===== config.mk =====
export PLATFORM = sky130hd
export DESIGN_NAME = mem_wb_stage
export DESIGN_NICKNAME = d
export VERILOG_FILES = /design/src/rtl/riscv_pkg.sv /design/src/rtl/load_extend.sv /design/src/rtl/mem_wb_stage.sv
export SDC_FILE = /design/constraint.sdc
export NUM_CORES = 1
export LEC_CHECK = 0
export CORE_MARGIN = 3
export CORE_UTILIZATION = 47
export CTS_BUF_LIST = sky130_fd_sc_hd__clkbuf_16
export CTS_CLUSTER_SIZE = 12
export DETAILED_ROUTE_END_ITERATION = 16
export MAX_ROUTING_LAYER = met4
export PLACE_DENSITY_LB_ADDON = 0.15
export SKIP_CTS_REPAIR_TIMING = 1
export SYNTH_ARGS = -nofsm -noshare
export SYNTH_HDL_FRONTEND = slang
export SYNTH_SLANG_ARGS = --single-unit

===== constraint.sdc =====
create_clock -name clk -period 2.61 [get_ports clk]
set_input_delay 0.261 -clock clk [delete_from_list [all_inputs] [get_ports clk]]
set_output_delay 0.261 -clock clk [all_outputs]
set_load 0.05 [all_outputs]

===== src/rtl/riscv_pkg.sv =====
// Shared RV32I definitions: writeback source select, load funct3 codes and
// the register address width.
package riscv_pkg;

    localparam int REG_ADDR_W = 5;

    typedef enum logic [1:0] {
        WB_ALU = 2'b00,
        WB_MEM = 2'b01,
        WB_PC4 = 2'b10
    } wb_sel_e;

    localparam logic [2:0] F3_LB  = 3'b000;
    localparam logic [2:0] F3_LH  = 3'b001;
    localparam logic [2:0] F3_LW  = 3'b010;
    localparam logic [2:0] F3_LBU = 3'b100;
    localparam logic [2:0] F3_LHU = 3'b101;

endpackage


===== src/rtl/load_extend.sv =====
// Load data alignment and sign/zero extension. Purely combinational.
// A halfword at byte offset 3 takes bits [31:16], the same as offset 2;
// misalignment is not trapped here.
module load_extend
    import riscv_pkg::*;
(
    input  logic [31:0] rdata_i,
    input  logic [2:0]  funct3_i,
    input  logic [1:0]  addr_i,
    output logic [31:0] data_o
);

    logic [7:0]  byte_sel;
    logic [15:0] half_sel;

    // Pick the addressed byte/halfword, then extend according to funct3.
    always_comb begin
        unique case (addr_i)
            2'd0:    byte_sel = rdata_i[7:0];
            2'd1:    byte_sel = rdata_i[15:8];
            2'd2:    byte_sel = rdata_i[23:16];
            default: byte_sel = rdata_i[31:24];
        endcase
        half_sel = addr_i[1] ? rdata_i[31:16] : rdata_i[15:0];

        unique case (funct3_i)
            F3_LB:   data_o = {{24{byte_sel[7]}}, byte_sel};
            F3_LBU:  data_o = {24'h0, byte_sel};
            F3_LH:   data_o = {{16{half_sel[15]}}, half_sel};
            F3_LHU:  data_o = {16'h0, half_sel};
            default: data_o = rdata_i;   // LW and any undefined width
        endcase
    end

endmodule


===== src/rtl/mem_wb_stage.sv =====
// MEM/WB pipeline register plus writeback mux for the RV32I pipeline.
// Update priority each edge: rst > flush_i > stall_i > capture.
// Optional macro WB_RETIRE_CNT_EN adds a 64-bit retired-instruction counter
// (retire_cnt_o) that counts captures of valid instructions.
module mem_wb_stage
    import riscv_pkg::*;
#(
    parameter int size = 32
) (
    input  logic                  clk,
    input  logic                  rst,
    input  logic                  stall_i,
    input  logic                  flush_i,
    input  logic                  mem_valid_i,
    input  logic [size-1:0]       mem_alu_result_i,
    input  logic [size-1:0]       mem_rdata_i,
    input  logic [size-1:0]       mem_pc_plus4_i,
    input  logic [REG_ADDR_W-1:0] mem_rd_i,
    input  logic                  mem_reg_write_i,
    input  logic [1:0]            mem_wb_sel_i,
    input  logic [2:0]            mem_funct3_i,
`ifdef WB_RETIRE_CNT_EN
    output logic [63:0]           retire_cnt_o,
`endif
    output logic                  wb_valid_o,
    output logic                  wb_we_o,
    output logic [REG_ADDR_W-1:0] wb_rd_o,
    output logic [size-1:0]       wb_data_o
);

    logic                  valid_q, valid_d;
    logic                  reg_write_q, reg_write_d;
    logic [REG_ADDR_W-1:0] rd_q, rd_d;
    logic [size-1:0]       alu_q, alu_d;
    logic [size-1:0]       rdata_q, rdata_d;
    logic [size-1:0]       pc4_q, pc4_d;
    logic [1:0]            sel_q, sel_d;
    logic [2:0]            funct3_q, funct3_d;
    logic [size-1:0]       load_data;

    // Next state: flush kills valid/write only, stall holds, otherwise capture.
    always_comb begin
        valid_d     = valid_q;
        reg_write_d = reg_write_q;
        rd_d        = rd_q;
        alu_d       = alu_q;
        rdata_d     = rdata_q;
        pc4_d       = pc4_q;
        sel_d       = sel_q;
        funct3_d    = funct3_q;
        if (flush_i) begin
            valid_d     = 1'b0;
            reg_write_d = 1'b0;
        end else if (!stall_i) begin
            valid_d     = mem_valid_i;
            reg_write_d = mem_reg_write_i;
            rd_d        = mem_rd_i;
            alu_d       = mem_alu_result_i;
            rdata_d     = mem_rdata_i;
            pc4_d       = mem_pc_plus4_i;
            sel_d       = mem_wb_sel_i;
            funct3_d    = mem_funct3_i;
        end
    end

    // Pipeline register with synchronous clear.
    always_ff @(posedge clk) begin
        if (rst) begin
            valid_q     <= 1'b0;
            reg_write_q <= 1'b0;
            rd_q        <= '0;
            alu_q       <= '0;
            rdata_q     <= '0;
            pc4_q       <= '0;
            sel_q       <= '0;
            funct3_q    <= '0;
        end else begin
            valid_q     <= valid_d;
            reg_write_q <= reg_write_d;
            rd_q        <= rd_d;
            alu_q       <= alu_d;
            rdata_q     <= rdata_d;
            pc4_q       <= pc4_d;
            sel_q       <= sel_d;
            funct3_q    <= funct3_d;
        end
    end

    load_extend u_load_extend (
        .rdata_i  (rdata_q),
        .funct3_i (funct3_q),
        .addr_i   (alu_q[1:0]),
        .data_o   (load_data)
    );

    // Writeback source select; the reserved code falls back to the ALU result.
    always_comb begin
        unique case (sel_q)
            WB_MEM:  wb_data_o = load_data;
            WB_PC4:  wb_data_o = pc4_q;
            default: wb_data_o = alu_q;
        endcase
    end

    assign wb_valid_o = valid_q;
    assign wb_rd_o    = rd_q;
    assign wb_we_o    = valid_q & reg_write_q & (rd_q != '0);

`ifdef WB_RETIRE_CNT_EN
    logic [63:0] cnt_q, cnt_d;

    // Count only real captures of a valid instruction; wraps naturally.
    always_comb begin
        cnt_d = cnt_q;
        if (!flush_i && !stall_i && mem_valid_i)
            cnt_d = cnt_q + 64'd1;
    end

    // Counter register with synchronous clear.
    always_ff @(posedge clk) begin
        if (rst) cnt_q <= '0;
        else     cnt_q <= cnt_d;
    end

    assign retire_cnt_o = cnt_q;
`endif

endmodule

== Word level (Yosys, flattened, before mapping) ==
Index checks and enable logic that the tools add are counted.
Cells by class
  bitwise gates (word level): 4
  reduce and logical (&&, ||, !) cells: 5
  equality and inequality tests: 7
  mux-type cells: 4
Operators by type and width (count)
  $pmux W32 S4: 1
  $pmux W32 S2: 1
  $pmux W8 S3: 1
  $mux W16: 1
  $eq A3 B3 Y1 const B: 2
  $reduce_bool A5 Y1: 1
  $eq A2 B1 Y1 const B: 2
  $eq A2 B2 Y1 const B: 2
  $eq A3 B1 Y1 const B: 1
  $logic_not A3 Y1: 1
  $and A1 B1 Y1: 2
  $logic_not A2 Y1: 1
  $not A1 Y1: 2
  $reduce_and A2 Y1: 1
  $reduce_or A2 Y1: 1
Word-level totals
  bits in registers: 108
  output and inout port bits: 39
  input port bits: 112

== Logic depth before layout (Yosys ltp) ==
Gate-level depths: netlist of run 1.
  depth in word-level cells: 4
  gate-level depth with buffers: 7
  gate-level depth less buffers: 6

== By module ==
Synthesis of run 1 repeated with hierarchy kept, for this count alone.
Second synthesis, totals
  cell total of the unflattened synthesis: 736
  area, all modules: 6060.8 um^2
Modules (own cells, without submodules)
  mem_wb_stage: area an instance 5091.1 um^2, instances 1, cells an instance 603
  load_extend: area an instance 969.7 um^2, instances 1, cells an instance 133

== Least setup slack after synthesis of run 1 ==
OpenSTA, ideal clock, no wires.
  path type: reg-to-output
  from: reg sel_q[0]
  to: out wb_data_o[19]
  path slack: 104 ps
  stages on the path, launching flop included: 7
  arrival time: 2245 ps
  required time: 2349 ps
  cells stage by stage: dfxtp_1 -> inv_1 -> ha_1 -> nand2b_1 -> or3_1 -> buf_6 -> o221ai_1
On the way
  word-level cells in the longest chain between the ends: 2
  elaborated cells on any way between the ends: 3
  those cells by class: eq/ne: 2; mux: 1
RTL lines
  start, declared: line mem_wb_stage.sv:37  | logic [1:0] sel_q, sel_d;
  start signal, assigned: line mem_wb_stage.sv:84  | sel_q <= sel_d;
  $eq A2 B2 Y1 or $eq A2 B1 Y1 (tied branches): line mem_wb_stage.sv:98  | unique case (sel_q)
  $pmux W32 S2 *: line mem_wb_stage.sv:98
  end, declared: line mem_wb_stage.sv:28  | output logic [size-1:0] wb_data_o
Mark *: on every way between the ends. The rest lies on a longest branch, timed or not.

== Worst setup path in the final report of run 1 ==
  from: reg sel_q[0]
  to: out wb_data_o[29]
The elaborated chain is that of the path after synthesis.

==> results of run 1 <==
==> cells by family after synthesis <==
group | after synthesis | synth area share
and+or+nand+nor | 300 | 0.2379
AOI/OAI and AO/OA | 186 | 0.2409
DFF | 108 | 0.4318
buffers and inverters | 70 | 0.05972
muxes | 11 | 0.02474
adders and majority gates | 2 | 0.004997
==> layer usage <==
metal	track usage	up-vias
met5	-	-
met4	0.08014	0
met3	0.06513	29
met2	0.4399	198
met1	0.3575	2445
li1	-	2528
==> worst max path at each step <==
stage,end,slack (ns),depth (start not counted)
final,wb_data_o[29],0.02,7
after global routing,wb_data_o[29],-0.07,7
after CTS,wb_data_o[23],-0.02,7
after detailed placement,wb_data_o[8],0.39,5
after global placement,wb_data_o[31],0.42,7
after floorplan,wb_data_o[19],0.10,6
==> area by class of cell <==
| cell class | instances | area (um^2) | area share |
|---|---|---|---|
| clock buffers | 9 | 225.2 | 0.03141 |
| diodes | 1 | 2.502 | 0.0003490 |
| multi-input cells | 499 | 2591 | 0.3614 |
| repair buffers | 166 | 1889 | 0.2635 |
| flip-flops and latches | 108 | 2163 | 0.3017 |
| clock inverters | 7 | 75.07 | 0.01047 |
| inverters | 14 | 52.55 | 0.007330 |
| well taps | 136 | 170.2 | 0.02373 |
==> registers in the layout (all words and copies together) (netlist names) <==
register     cells
funct3_q         3
reg_write_q      1
wb_valid_o       1
alu_q           32
sel_q            2
rdata_q         32
wb_rd_o          5
pc4_q           32
==> critical path, stage by stage, from the launching register on <==
cell and delay [ns]:
sky130_fd_sc_hd__dfxtp_1 0.36, sky130_fd_sc_hd__inv_1 0.06, sky130_fd_sc_hd__ha_2 0.30, sky130_fd_sc_hd__nand2b_1 0.16, sky130_fd_sc_hd__or3_1 0.35, sky130_fd_sc_hd__buf_4 0.23
sky130_fd_sc_hd__o221ai_1 0.33, sky130_fd_sc_hd__buf_12 0.18
==> power groups by stage <==
stage	clock (W)	sequential [W]	combinational, W
2_1_floorplan	0	0.00181	0.000372
3_3_place_gp	0	0.00182	0.000725
3_5_place_dp	0	0.00182	0.000739
4_1_cts	0.00140	0.00179	0.000743
5_1_grt	0.00147	0.00180	0.000801
6_report	0.00138	0.00179	0.000746
==> cells in the final DEF, fill, tap and decap left out, types with 7 or more instances in the layout <==
master and instances:
sky130_fd_sc_hd__clkdlybuf4s50_1 117, sky130_fd_sc_hd__dfxtp_1 107, sky130_fd_sc_hd__buf_4 21, sky130_fd_sc_hd__buf_12 28
sky130_fd_sc_hd__inv_1 14, sky130_fd_sc_hd__a21oi_1 135, sky130_fd_sc_hd__o211ai_1 7, sky130_fd_sc_hd__and3_1 8
sky130_fd_sc_hd__clkbuf_16 9, sky130_fd_sc_hd__o221ai_1 9, sky130_fd_sc_hd__nand2b_1 7, sky130_fd_sc_hd__nor2_1 7
sky130_fd_sc_hd__a211o_1 7, sky130_fd_sc_hd__o221ai_2 14, sky130_fd_sc_hd__nand2_1 264
==> per-stage QoR <==
step                       TNS, ns  instances  setup WS [ns]  total power, W  utilization
final                            0        940        0.02336        0.003911       0.6945
after global routing       -0.5955        940       -0.07070        0.004063       0.6945
after CTS                 -0.03488        939       -0.01743        0.003928       0.6909
after detailed placement         0        923         0.3865        0.002562       0.6619
after global placement           0        923         0.4232        0.002545       0.6619
after floorplan                  0        677         0.1036        0.002180            -
==> results.json, run 1 <==
{
  "worstPathMaxFanout": 16,
  "synth_commonest_cells": "264 x sky130_fd_sc_hd__nand2_1, 135 x sky130_fd_sc_hd__a21oi_1, 108 x sky130_fd_sc_hd__dfxtp_1",
  "mappedNetlistArea_um2": 5007,
  "clockPowerShare": 0.352,
  "cts_made_buffers": 9,
  "grt_start_max_net_pins": 73,
  "power.internal_w": 0.002823,
  "yosysWarnings": 0,
  "global_route_wire_length_before_repair_mm": 24.92,
  "antenna_left": 0,
  "clkLatencyLatePin_ns": 0.35,
  "drive_gt1_frac": 0.1146,
  "fin_worst_hold_slack_ns": 0.4514,
  "fillCellCount": 876,
  "ir_worst_vdd_mv": 0.4809,
  "start_util": 0.4850,
  "status": "complete, no violations",
  "wl_per_cell_um": 17.03,
  "fin_worst_skew_ns": 0,
  "combinationalPowerShare": 0.191,
  "total_switching_power_w": 0.001088,
  "path_clk_slew_ns": 0.07,
  "timing_worst_setup_path_type": "reg -> out",
  "critPathLaunchType": "flop",
  "yosysSeqAreaShare": 0.4318,
  "overall_die_height_um": 109.2,
  "netlist.area_leader.share": 0.4318,
  "met2_wirelength_mm": 7.710,
  "end_kind": "output pin",
  "clockRootBuffer": "sky130_fd_sc_hd__clkbuf_16",
  "yosysTopAreaCell": "sky130_fd_sc_hd__dfxtp_1",
  "timing.rr.start": "funct3_q[1]",
  "detail_route.drc_violations": 0,
  "area.growth.synth_to_final_pct": 43.18,
  "placement.io_buffers": 150,
  "synth-main-ff-cell": "sky130_fd_sc_hd__dfxtp_1",
  "synth_enable_flop_cells": 0,
  "detail_route.vias_per_cell": 5.532,
  "library_cell_with_the_highest_instance_count_after_synthesis": "sky130_fd_sc_hd__nand2_1",
  "clockBufferDepth": 2,
  "number_of_cells_traversed_by_the_worst_hold_path": 3,
  "numClockSinks": 108,
  "die_x_um": 109.2,
  "grt-ovfl-total": 0,
  "total_leakage_power_nw": 2.630,
  "detailed_place.area_um2": 6833,
  "timing_hold_violations_final": 0,
  "max_cap_viol_count": 0,
  "post_synthesis_cell_count": 677,
  "r2r.worst_path.cells": 3,
  "routed-wl-met3_mm": 1.322,
  "synth.area.top_cells": "sky130_fd_sc_hd__dfxtp_1 43%, sky130_fd_sc_hd__nand2_1 20%, sky130_fd_sc_hd__a21oi_1 13%",
  "gpl.final_weighted_congestion": 0.9184,
  "critical_path.reg2reg.endpoint": "funct3_q[1]",
  "cts.htree.levels": 3,
  "place.detailed.hpwl_mm": 11.46,
  "rsz0062_at_grt": "true",
  "synth-seq-cells": 108,
  "all_layer_global_routing_usage": 0.2783,
  "ff2ff_setup_slack_ns": 1.48,
  "antenna_violations_before_repair": 1,
  "power.density_cell_area_nw_per_um2": 545.5,
  "dieArea_um2": 11930,
  "worstPathRequired_ns": 2.35,
  "finalSetupViolCount": 0,
  "hold_path_class": "in -> reg",
  "num_vias": 5200,
  "timing.hold.worst_endpoint": "pc4_q[29]",
  "tritoncts_clock_tree": "built",
  "syn_nets": 791,
  "fin_crit_ns": 2.587,
  "sequentialPowerShare": 0.457,
  "p_sw_frac": 0.2783,
  "synth.lib_cells_used.distinct": 34,
  "maxSlewViolCount": 0,
  "design.portCount": 151,
  "arrival_ns": 2.33,
  "mean_syn_cell_area_um2": 7.396,
  "fp.coreArea_um2": 10320,
  "drt_iter0_markers": 455,
  "top_layer": "met4",
  "postRouteWirelength_mm": 16.01,
  "worst_margin_slew_ns": 0.7069,
  "synth-async-reset-ratio": 0,
  "grt_pass1_vias": 5081,
  "hold_start": "mem_pc_plus4_i[29]",
  "standard_cell_row_count": 37,
  "met1Wirelength_mm": 6.664,
  "slew_headroom": 0.5282,
  "num-nets-final": 912,
  "fmax_ghz": 0.3866,
  "finalCritPeriodShare": 0.9911,
  "final_design_area_no_fill_um2": 7169,
  "cp-startpoint": "sel_q[0]",
  "dr.pass1.iters": 5
}
Note: power is estimated with default switching activity, not from simulation.
==> run 2, diff against run 1 <==
CORE_UTILIZATION = 51   (was 47)
clock period = 3 ns   (was 2.61 ns; I/O delays follow)
==> run 2 against run 1 <==
Effect of this change:
- flip-flop and latch count is the same
- worst setup slack gained 0.13 ns
- count of clock-buffer cells in the layout is the same
- critical path depth shrank 1
- register-to-register slack gained 0.46 ns
- via count shrank 0.87%
- combinational power shrank 16%
- power shrank 15%
- final cell count shrank 1.5%
- worst hold slack gained 0.0063 ns
- die area shrank 7.4%
- global-route usage is essentially flat
- critical path type unchanged
- critical endpoint is now wb_data_o[23]
==> results.json, run 2 (same netlist as run 1, synthesis figures left out) <==
{
  "status": "complete, no violations",
  "global_route_wire_length_before_repair_mm": 24.05,
  "detail_route.vias_per_cell": 5.567,
  "fillCellCount": 743,
  "number_of_buffers_and_inverters_on_the_critical_path": 2,
  "critical-path-top-delay-family": "simple AND/OR/NAND/NOR gates",
  "overall_die_height_um": 105.1,
  "drive_gt1_frac": 0.1016,
  "dieArea_um2": 11040,
  "fin_worst_skew_ns": 0,
  "top_regs": "alu_q x32, pc4_q x32, rdata_q x32",
  "gpl.final_weighted_congestion": 0.9304,
  "cpPeakStageDelay_ns": 0.70,
  "fin_crit_ns": 2.848,
  "ir_worst_vdd_mv": 0.3478,
  "drt_iter0_markers": 302,
  "final.setup.tns_ns": 0,
  "total_leakage_power_nw": 2.568,
  "critPathLaunchType": "flop",
  "finalCritPeriodShare": 0.9495,
  "numClockSinks": 108,
  "final_cells": 926,
  "dr.pass1.iters": 5,
  "tritoncts_clock_tree": "built",
  "final-seq-area_um2": 2162,
  "worstPathRequired_ns": 2.70,
  "place.detailed.hpwl_mm": 10.93,
  "die_x_um": 105.1,
  "path_clk_slew_ns": 0.07,
  "worstPathMaxFanout": 16,
  "critical_path.cell_chain": "inv_1, ha_2, nand2b_1, or3_2, o221ai_1, buf_12",
  "design.portCount": 151,
  "timing_hold_violations_final": 0,
  "start_util": 0.5343,
  "power.density_cell_area_nw_per_um2": 474.9,
  "area.growth.synth_to_final_pct": 39.33,
  "mostFrequentLayoutCells": "264 x sky130_fd_sc_hd__nand2_1, 135 x sky130_fd_sc_hd__a21oi_1, 117 x sky130_fd_sc_hd__clkdlybuf4s50_1",
  "most_common_cell_after_layout_fill_and_taps_aside": "sky130_fd_sc_hd__nand2_1",
  "antenna_violations_before_repair": 0,
  "fp.coreArea_um2": 9371,
  "finalSetupViolCount": 0,
  "arrival_ns": 2.55,
  "clockRootBuffer": "sky130_fd_sc_hd__clkbuf_16",
  "clockBufferDepth": 2,
  "timing.critical_path.slowest_stage_cell": "sky130_fd_sc_hd__or3_2",
  "maxSlewViolCount": 0,
  "rsz0062_at_grt": "false",
  "max_cap_viol_count": 0,
  "end_kind": "output pin",
  "antenna_left": 0,
  "num-nets-final": 906,
  "cts_made_buffers": 9,
  "wl_per_cell_um": 16.48,
  "cts.htree.levels": 3,
  "clkLatencyLatePin_ns": 0.34,
  "grt-ovfl-total": 0,
  "grt_start_max_net_pins": 109,
  "fmax_ghz": 0.3511,
  "grt_pass1_vias": 4862,
  "placement.io_buffers": 150,
  "timing_worst_setup_path_type": "reg -> out",
  "standard_cell_row_count": 35,
  "all_layer_global_routing_usage": 0.2778,
  "worst_margin_slew_ns": 1.099,
  "place_inst": 910,
  "n_antenna_cell": 0,
  "num_vias": 5155,
  "detail_route.drc_violations": 0,
  "postRouteWirelength_mm": 15.26,
  "hold_path_class": "reg -> reg",
  "multi_input_area_um2": 2560,
  "slew_headroom": 0.2674
}
run 2: through the flow:
stage                     setup WS (ns)  utilization  hold WS (ns)  power, W  area (um^2)
after global placement           0.5760       0.7140        0.4425  0.002190         6691
after global routing            0.05447       0.7445        0.4775  0.003429         6977
after CTS                        0.1051       0.7443        0.4537  0.003320         6975
after floorplan                  0.4546            -        0.3793  0.001897         5007
final                            0.1516       0.7445        0.4576  0.003313         6977
after detailed placement         0.4993       0.7140        0.4436  0.002203         6691
run 2: final cells by class:
class                      instances  area share
multi-input combinational        499      0.3669
timing repair buffer             160      0.2518
tap                              129     0.02313
sequential                       108      0.3099
clock inverter                     7    0.008429
inverter                          14    0.007532
clock buffer                       9     0.03228
run 2: path summary, 6_finish.rpt:
path             start  slack, ns  depth (start not counted)            end
min          alu_q[20]       0.46                          2      alu_q[20]
max reg2reg   alu_q[1]       1.94                          3       alu_q[1]
min reg2reg  alu_q[20]       0.46                          2      alu_q[20]
max           sel_q[0]       0.15                          6  wb_data_o[23]
run 2: where the power goes:
| group | internal, W | switching [W] |
|---|---|---|
| combinational | 0.000287 | 0.000339 |
| sequential | 0.00150 | 0.0000512 |
| clock | 0.000575 | 0.000562 |
| total | 0.00236 | 0.000952 |
run 2: tightest hold or removal path: stages (launching register included):
cell and delay, ns:
sky130_fd_sc_hd__dfxtp_1 0.31, sky130_fd_sc_hd__nand2_1 0.05, sky130_fd_sc_hd__a21oi_1 0.05
run 2: layer usage:
metal / part of all wire / global-route usage / up-vias
li1: - / - / 2509
met4: 0.022 / 0.08154 / 0
met2: 0.47 / 0.4423 / 226
met1: 0.42 / 0.3498 / 2388
met5: 0 / - / -
met3: 0.093 / 0.07041 / 32
